--- src/rtl/pa_pkg.sv ---
// Shared types and constants for the processing-array tile sequencer.
package pa_pkg;

  typedef enum logic [1:0] {
    ST_IDLE  = 2'd0,
    ST_LOADW = 2'd1,
    ST_COMP  = 2'd2,
    ST_WB    = 2'd3
  } pa_state_e;

  localparam logic [1:0] SEL_BIAS  = 2'd0;
  localparam logic [1:0] SEL_MULT  = 2'd1;
  localparam logic [1:0] SEL_SHIFT = 2'd2;

  localparam int TRAILER_BEATS = 3;

endpackage

--- src/rtl/pa_beat_cnt.sv ---
// Wrapping beat counter: counts 0..last on enable, sync clear, terminal-count flag.
module pa_beat_cnt #(
  parameter int W = 4
) (
  input  logic         clk,
  input  logic         counter_rst_n,
  input  logic         en,
  input  logic         clr,
  input  logic [W-1:0] last,
  output logic [W-1:0] cnt,
  output logic         tc
);

  assign tc = (cnt == last);

  always_ff @(posedge clk or negedge counter_rst_n) begin
    if (!counter_rst_n) begin
      cnt <= '0;
    end else if (clr) begin
      cnt <= '0;
    end else if (en) begin
      cnt <= tc ? '0 : cnt + 1'b1;
    end
  end

endmodule

--- src/rtl/pa_tile_seq.sv ---
// Tile sequencer for the PA: weight load, compute passes and result drain per tile.
// Optional quantisation trailer beats per weight row: define PA_TILE_SEQ_QUANT_PARAM_EN.
module pa_tile_seq
  import pa_pkg::*;
#(
  parameter int PA_ROWS  = 16,
  parameter int LHS_STEP = 4,
  parameter int COL_AW   = 9,
  parameter int CFG_W    = 32
) (
  input  logic                               clk,
  input  logic                               counter_rst_n,
  input  logic                               start,
  input  logic [CFG_W-1:0]                   rhs_rows,
  input  logic [CFG_W-1:0]                   rhs_cols,
  input  logic [CFG_W-1:0]                   lhs_rows,
  input  logic                               data_rd_rdy,
  output logic                               data_rd_acq,
  input  logic                               weight_rd_rdy,
  output logic                               weight_rd_acq,
  output logic                               dst_wr_rdy,
  input  logic                               dst_wr_acq,
  output logic [$clog2(PA_ROWS)+COL_AW-1:0]  wr_ram_addr,
  output logic [COL_AW-1:0]                  rd_ram_addr,
  output logic                               ram_wr,
  output logic                               buf_wr,
  output logic [1:0]                         buf_wr_sel,
  output logic                               pa_en,
  output logic                               row_sum_clr,
  output logic [$clog2(PA_ROWS)-1:0]         result_addr,
  output logic [1:0]                         state,
  output logic                               done
);

  localparam int RW = $clog2(PA_ROWS);

  pa_state_e        st, st_nxt;
  logic [CFG_W-1:0] rhs_rows_q, rhs_cols_q, lhs_rows_q;
  logic [CFG_W-1:0] tile_base, lhs_base, tile_rem, tile_rows;
  logic [CFG_W:0]   lhs_nxt, tile_nxt;
  logic [RW-1:0]    row_last, row_cnt, lane_cnt;
  logic [COL_AW-1:0] col_last, col_cnt;
  logic ld_beat, comp_beat, wb_beat, in_trl, row_end;
  logic col_tc, row_tc, lane_tc, st_chg;
  logic latch, done_set, pass_adv, tile_adv, comp_entry, done_q;

  assign weight_rd_acq = (st == ST_LOADW);
  assign data_rd_acq   = (st == ST_COMP);
  assign dst_wr_rdy    = (st == ST_WB);

  assign ld_beat   = weight_rd_rdy & weight_rd_acq;
  assign comp_beat = data_rd_rdy & data_rd_acq;
  assign wb_beat   = dst_wr_rdy & dst_wr_acq;

  // Partial last tile: only the remaining rhs rows are loaded and drained.
  assign tile_rem  = rhs_rows_q - tile_base;
  assign tile_rows = (tile_rem > CFG_W'(PA_ROWS)) ? CFG_W'(PA_ROWS) : tile_rem;
  assign row_last  = RW'(tile_rows - 1'b1);
  assign col_last  = COL_AW'(rhs_cols_q - 1'b1);
  assign lhs_nxt   = {1'b0, lhs_base} + (CFG_W+1)'(LHS_STEP);
  assign tile_nxt  = {1'b0, tile_base} + (CFG_W+1)'(PA_ROWS);

`ifdef PA_TILE_SEQ_QUANT_PARAM_EN
  logic [1:0] trl_cnt;
  logic       trl_tc;

  pa_beat_cnt #(.W(2)) u_trl_cnt (
    .clk(clk), .counter_rst_n(counter_rst_n), .en(ld_beat & in_trl), .clr(st_chg),
    .last(2'(TRAILER_BEATS - 1)), .cnt(trl_cnt), .tc(trl_tc)
  );

  // After the last weight column of a row, the next beats carry bias/mult/shift.
  always_ff @(posedge clk or negedge counter_rst_n) begin
    if (!counter_rst_n) begin
      in_trl <= 1'b0;
    end else if (st_chg) begin
      in_trl <= 1'b0;
    end else if (ld_beat) begin
      if (!in_trl && col_tc) in_trl <= 1'b1;
      else if (in_trl && trl_tc) in_trl <= 1'b0;
    end
  end

  assign row_end    = ld_beat & in_trl & trl_tc;
  assign buf_wr     = ld_beat & in_trl;
  assign buf_wr_sel = trl_cnt;
`else
  assign in_trl     = 1'b0;
  assign row_end    = ld_beat & col_tc;
  assign buf_wr     = 1'b0;
  assign buf_wr_sel = SEL_BIAS;
`endif

  assign ram_wr = ld_beat & ~in_trl;

  pa_beat_cnt #(.W(COL_AW)) u_col_cnt (
    .clk(clk), .counter_rst_n(counter_rst_n), .en(ram_wr | comp_beat), .clr(st_chg),
    .last(col_last), .cnt(col_cnt), .tc(col_tc)
  );

  pa_beat_cnt #(.W(RW)) u_row_cnt (
    .clk(clk), .counter_rst_n(counter_rst_n), .en(row_end), .clr(st_chg),
    .last(row_last), .cnt(row_cnt), .tc(row_tc)
  );

  pa_beat_cnt #(.W(RW)) u_lane_cnt (
    .clk(clk), .counter_rst_n(counter_rst_n), .en(wb_beat), .clr(st_chg),
    .last(row_last), .cnt(lane_cnt), .tc(lane_tc)
  );

  always_comb begin
    st_nxt   = st;
    latch    = 1'b0;
    done_set = 1'b0;
    pass_adv = 1'b0;
    tile_adv = 1'b0;
    case (st)
      ST_IDLE: begin
        if (start) begin
          latch = 1'b1;
          if (rhs_rows == '0 || rhs_cols == '0 || lhs_rows == '0) done_set = 1'b1;
          else st_nxt = ST_LOADW;
        end
      end
      ST_LOADW: if (row_end && row_tc) st_nxt = ST_COMP;
      ST_COMP:  if (comp_beat && col_tc) st_nxt = ST_WB;
      ST_WB: begin
        if (wb_beat && lane_tc) begin
          if (lhs_nxt < {1'b0, lhs_rows_q}) begin
            st_nxt   = ST_COMP;
            pass_adv = 1'b1;
          end else if (tile_nxt < {1'b0, rhs_rows_q}) begin
            st_nxt   = ST_LOADW;
            tile_adv = 1'b1;
          end else begin
            st_nxt   = ST_IDLE;
            done_set = 1'b1;
          end
        end
      end
      default: st_nxt = ST_IDLE;
    endcase
  end

  assign st_chg = (st_nxt != st);

  always_ff @(posedge clk or negedge counter_rst_n) begin
    if (!counter_rst_n) begin
      st         <= ST_IDLE;
      rhs_rows_q <= '0;
      rhs_cols_q <= '0;
      lhs_rows_q <= '0;
      tile_base  <= '0;
      lhs_base   <= '0;
      comp_entry <= 1'b0;
      done_q     <= 1'b0;
    end else begin
      st         <= st_nxt;
      done_q     <= done_set;
      comp_entry <= (st_nxt == ST_COMP) && (st != ST_COMP);
      if (latch) begin
        rhs_rows_q <= rhs_rows;
        rhs_cols_q <= rhs_cols;
        lhs_rows_q <= lhs_rows;
        tile_base  <= '0;
        lhs_base   <= '0;
      end
      if (tile_adv) tile_base <= tile_nxt[CFG_W-1:0];
      if (pass_adv) lhs_base <= lhs_nxt[CFG_W-1:0];
      if (st == ST_LOADW && st_nxt == ST_COMP) lhs_base <= '0;
    end
  end

  assign wr_ram_addr = {row_cnt, col_cnt};
  assign rd_ram_addr = col_cnt;
  assign result_addr = lane_cnt;
  assign pa_en       = comp_beat;
  assign row_sum_clr = comp_entry;
  assign state       = st;
  assign done        = done_q;

endmodule

--- config.mk ---
export PLATFORM = sky130hd
export DESIGN_NAME = pa_tile_seq
export DESIGN_NICKNAME = d
export VERILOG_FILES = /design/src/rtl/pa_pkg.sv /design/src/rtl/pa_beat_cnt.sv /design/src/rtl/pa_tile_seq.sv
export SDC_FILE = /design/constraint.sdc
export NUM_CORES = 1
export LEC_CHECK = 0
export ABC_AREA = 1
export CORE_ASPECT_RATIO = 1.1
export CORE_MARGIN = 8
export CORE_UTILIZATION = 58
export CTS_CLUSTER_DIAMETER = 200
export CTS_CLUSTER_SIZE = 28
export DETAILED_ROUTE_END_ITERATION = 16
export PLACE_DENSITY = 0.87
export SYNTH_ARGS = -nofsm -noshare
export SYNTH_HDL_FRONTEND = slang
export SYNTH_SLANG_ARGS = --single-unit
--- constraint.sdc ---
create_clock -name clk -period 6 [get_ports clk]
set_clock_uncertainty 0.2 [all_clocks]
set_input_delay 1.2 -clock clk [delete_from_list [all_inputs] [get_ports clk]]
set_output_delay 1.2 -clock clk [all_outputs]
set_load 0.03 [all_outputs]
==> flow_summary.yaml <==
power_and_ir_drop:
  p_sw_uw: 3040
  sw_frac_of_total: 0.492
  p_comb_frac: 0.582
  power.internal_uw: 3130
  power.total_uw: 6160
  pwr-share-seq: 0.245
  clkPwrFrac: 0.173
  power_leakage_uw: 0.00792
  peakVddDrop_v: 0.000256
  p_per_area_nw_per_um2: 415
clocking:
  post_cts_resized: 0
  cts.sinks: 152
  clockBufferDepth: 2
  post-cts-setup-buffers: 0
  ctsHoldBuffers: 0
  clk_pin_slew_ps: 60
  numCtsBuffers: 17
  ctsRootBufferMaster: "clkbuf_16"
  htreeDepth: 4
  cts_tree: "yes"
  clock_latency_ps: 430
die:
  core_sq_um: 21800
  rows: 57
  io_pins: 140
  die_area_sq_um: 26900
  die_w_microns: 157
  start_util: 0.583
  fp.dieH_microns: 171
detailed_routing:
  routed_wl_microns: 35500
  drt_iter0_markers: 998
  num_vias: 12808
  drt_first_pass_iters: 8
  vias_per_cell: 5.42
  route.detailed.drc: 0
  ant_nets: 0
  wl_per_cell_microns: 15.0
synthesis:
  synth_seq_area_share: 0.299
  synth-edff-count: 0
  ys_async_sr_fraction: 1.00
  synth_top_area_frac: 0.299
  yosysWarnings: 0
  synth_area_leader_cell: "dfrtp_1"
  synthFlopType: "dfrtp_1"
  ys_seq_elements: 152
  synthCells: 1937
  avgSynthCellArea_sq_um: 6.57
  ys_types: 53
  synthTopCellsByArea: "dfrtp_1 30%, nand2_1 15%, inv_1 12%"
  syn_area_sq_um: 12700
worst_setup_path:
  end_kind: "flip-flop"
  arrival_ps: 5680
  cp_max_fo: 60
  cpPeakStageDelay_ps: 460
  path_class: "flip-flop to flip-flop"
  required_ps: 6160
  regToRegSetupSlack_ps: 480
  slowest_stage: "buf_4"
  start_kind: "flip-flop"
sta:
  final_max_slew_viol_count: 0
  period_needed_ps: 5520
  fin_crit_sh: 0.921
  hold_viol: 0
  relSlewSlack: 0.327
  fin_tns_setup_ps: 0
  max_freq_ghz: 0.181
  tightest_slew_ps: 1010
  rsz0062_at_grt: "no"
  finalSetupViolations: 0
worst_hold_path:
  holdCritPathClass: "flip-flop to flip-flop"
grt:
  grt_pass1_vias: 12662
  globalRouteTotalUtil: 0.270
  grt_first_pass_wirelength_microns: 58800
  grt-ovfl-total: 0
  antenna_found_initial: 0
  grt_max_degree: 122
layout:
  final_util: 0.681
  layout-drive-gt1-share: 0.0411
  diodes: 0
  most-common-layout-cells: "517 x nand2_1, 398 x inv_1, 152 x nor2_1, 152 x dfrtp_1, 135 x clkdlybuf4s50_1"
  final_common_cell: "nand2_1"
  nNetsFinal: 2257
  postLayoutCellArea_sq_um: 14900
  final_cells: 2364
  syn_to_final_growth_pct: 16.9
place:
  dp_hpwl_microns: 27900
  place_area_sq_um: 14300
  port_buffers: 136
  dp.cells: 2332
  gp_congestion: 0.970
flow_run:
  cap_viol_max_count: 0
outcome:
  outcome: "complete, no violations"
[flip-flops by register name (all words and copies together), names as in the netlist]
name / flops
lhs_rows_q: 32
rhs_rows_q: 32
lhs_base: 30
tile_base: 28
rhs_cols_q: 9
u_col_cnt.cnt: 9
u_lane_cnt.cnt: 4
u_row_cnt.cnt: 4
state: 2
done: 1
row_sum_clr: 1
[layer usage]
layer / routed length (microns) / share of wire / global-route usage
met5: 0 / 0 / 0
met4: 1590 / 0.045 / 0.135
met3: 2190 / 0.062 / 0.0558
met2: 18000 / 0.51 / 0.484
met1: 13800 / 0.39 / 0.298
[power groups by stage]
stage / clock [uW] / combinational [uW] / sequential (uW)
detailed placement: 0 / 3530 / 1520
global route: 1130 / 4100 / 1540
CTS: 1080 / 3560 / 1500
finish: 1070 / 3580 / 1510
global placement: 0 / 3430 / 1510
floorplan: 0 / 2700 / 1460
[layout make-up]
type | instances | area [sq um]
inverter | 402 | 1510
fill | 1856 | 6960
timing repair buffer | 144 | 1420
tap | 295 | 369
multi-input combinational | 1339 | 7180
clock inverter | 13 | 148
clock buffer | 19 | 433
sequential | 152 | 3800
[cells by family after synthesis]
kind of cell             after synthesis  synth area share
AO/OA/AOI/OAI                        208            0.0903
XOR/XNOR                              59            0.0406
adder cells (fa/ha/maj)               99            0.0974
buffers and inverters                449             0.138
flip-flops                           152             0.299
other                                  2          0.000590
AND/OR/NAND/NOR                      968             0.334
[cells in the mapped netlist, types with 9 or more instances]
cell / number
buf_2: 10
buf_4: 12
nor3_1: 41
nor2_1: 152
nor4_1: 20
xnor2_1: 9
nand2_1: 518
nor2_2: 17
ha_1: 99
o21ai_0: 106
dfrtp_1: 152
o22ai_1: 17
inv_1: 398
a21oi_1: 52
clkbuf_1: 21
nand4_1: 65
xor2_1: 50
nand3b_1: 13
nand3_1: 115
[stage by stage]
step | worst slack (ps) | hold slack, ps
floorplan | 1650 | 253
global placement | 967 | 268
detailed placement | 728 | 273
CTS | 587 | 289
global route | 5.58 | 313
finish | 477 | 285
[critical path: cells and delay by family, from the launching register on]
family / cells / cell delay, ps
buf+inv: 3 / 620
fa+ha+maj: 1 / 290
flops: 1 / 420
xor+xnor: 1 / 230
simple gates: 22 / 3670
[final timing paths]
path / cells after the start / from / to
setup reg to reg: 27 / lhs_base[4]$_DFFE_PN0P_ / lhs_base[16]$_DFFE_PN0P_
hold reg to reg: 2 / lhs_rows_q[9]$_DFFE_PN0P_ / lhs_rows_q[9]$_DFFE_PN0P_
min in group asynchronous: 1 / counter_rst_n / lhs_rows_q[20]$_DFFE_PN0P_
max in group asynchronous: 2 / counter_rst_n / lhs_rows_q[29]$_DFFE_PN0P_
setup / recovery: 27 / lhs_base[4]$_DFFE_PN0P_ / lhs_base[16]$_DFFE_PN0P_
hold / removal: 2 / lhs_rows_q[9]$_DFFE_PN0P_ / lhs_rows_q[9]$_DFFE_PN0P_
Note: power is estimated with default switching activity, not from simulation.
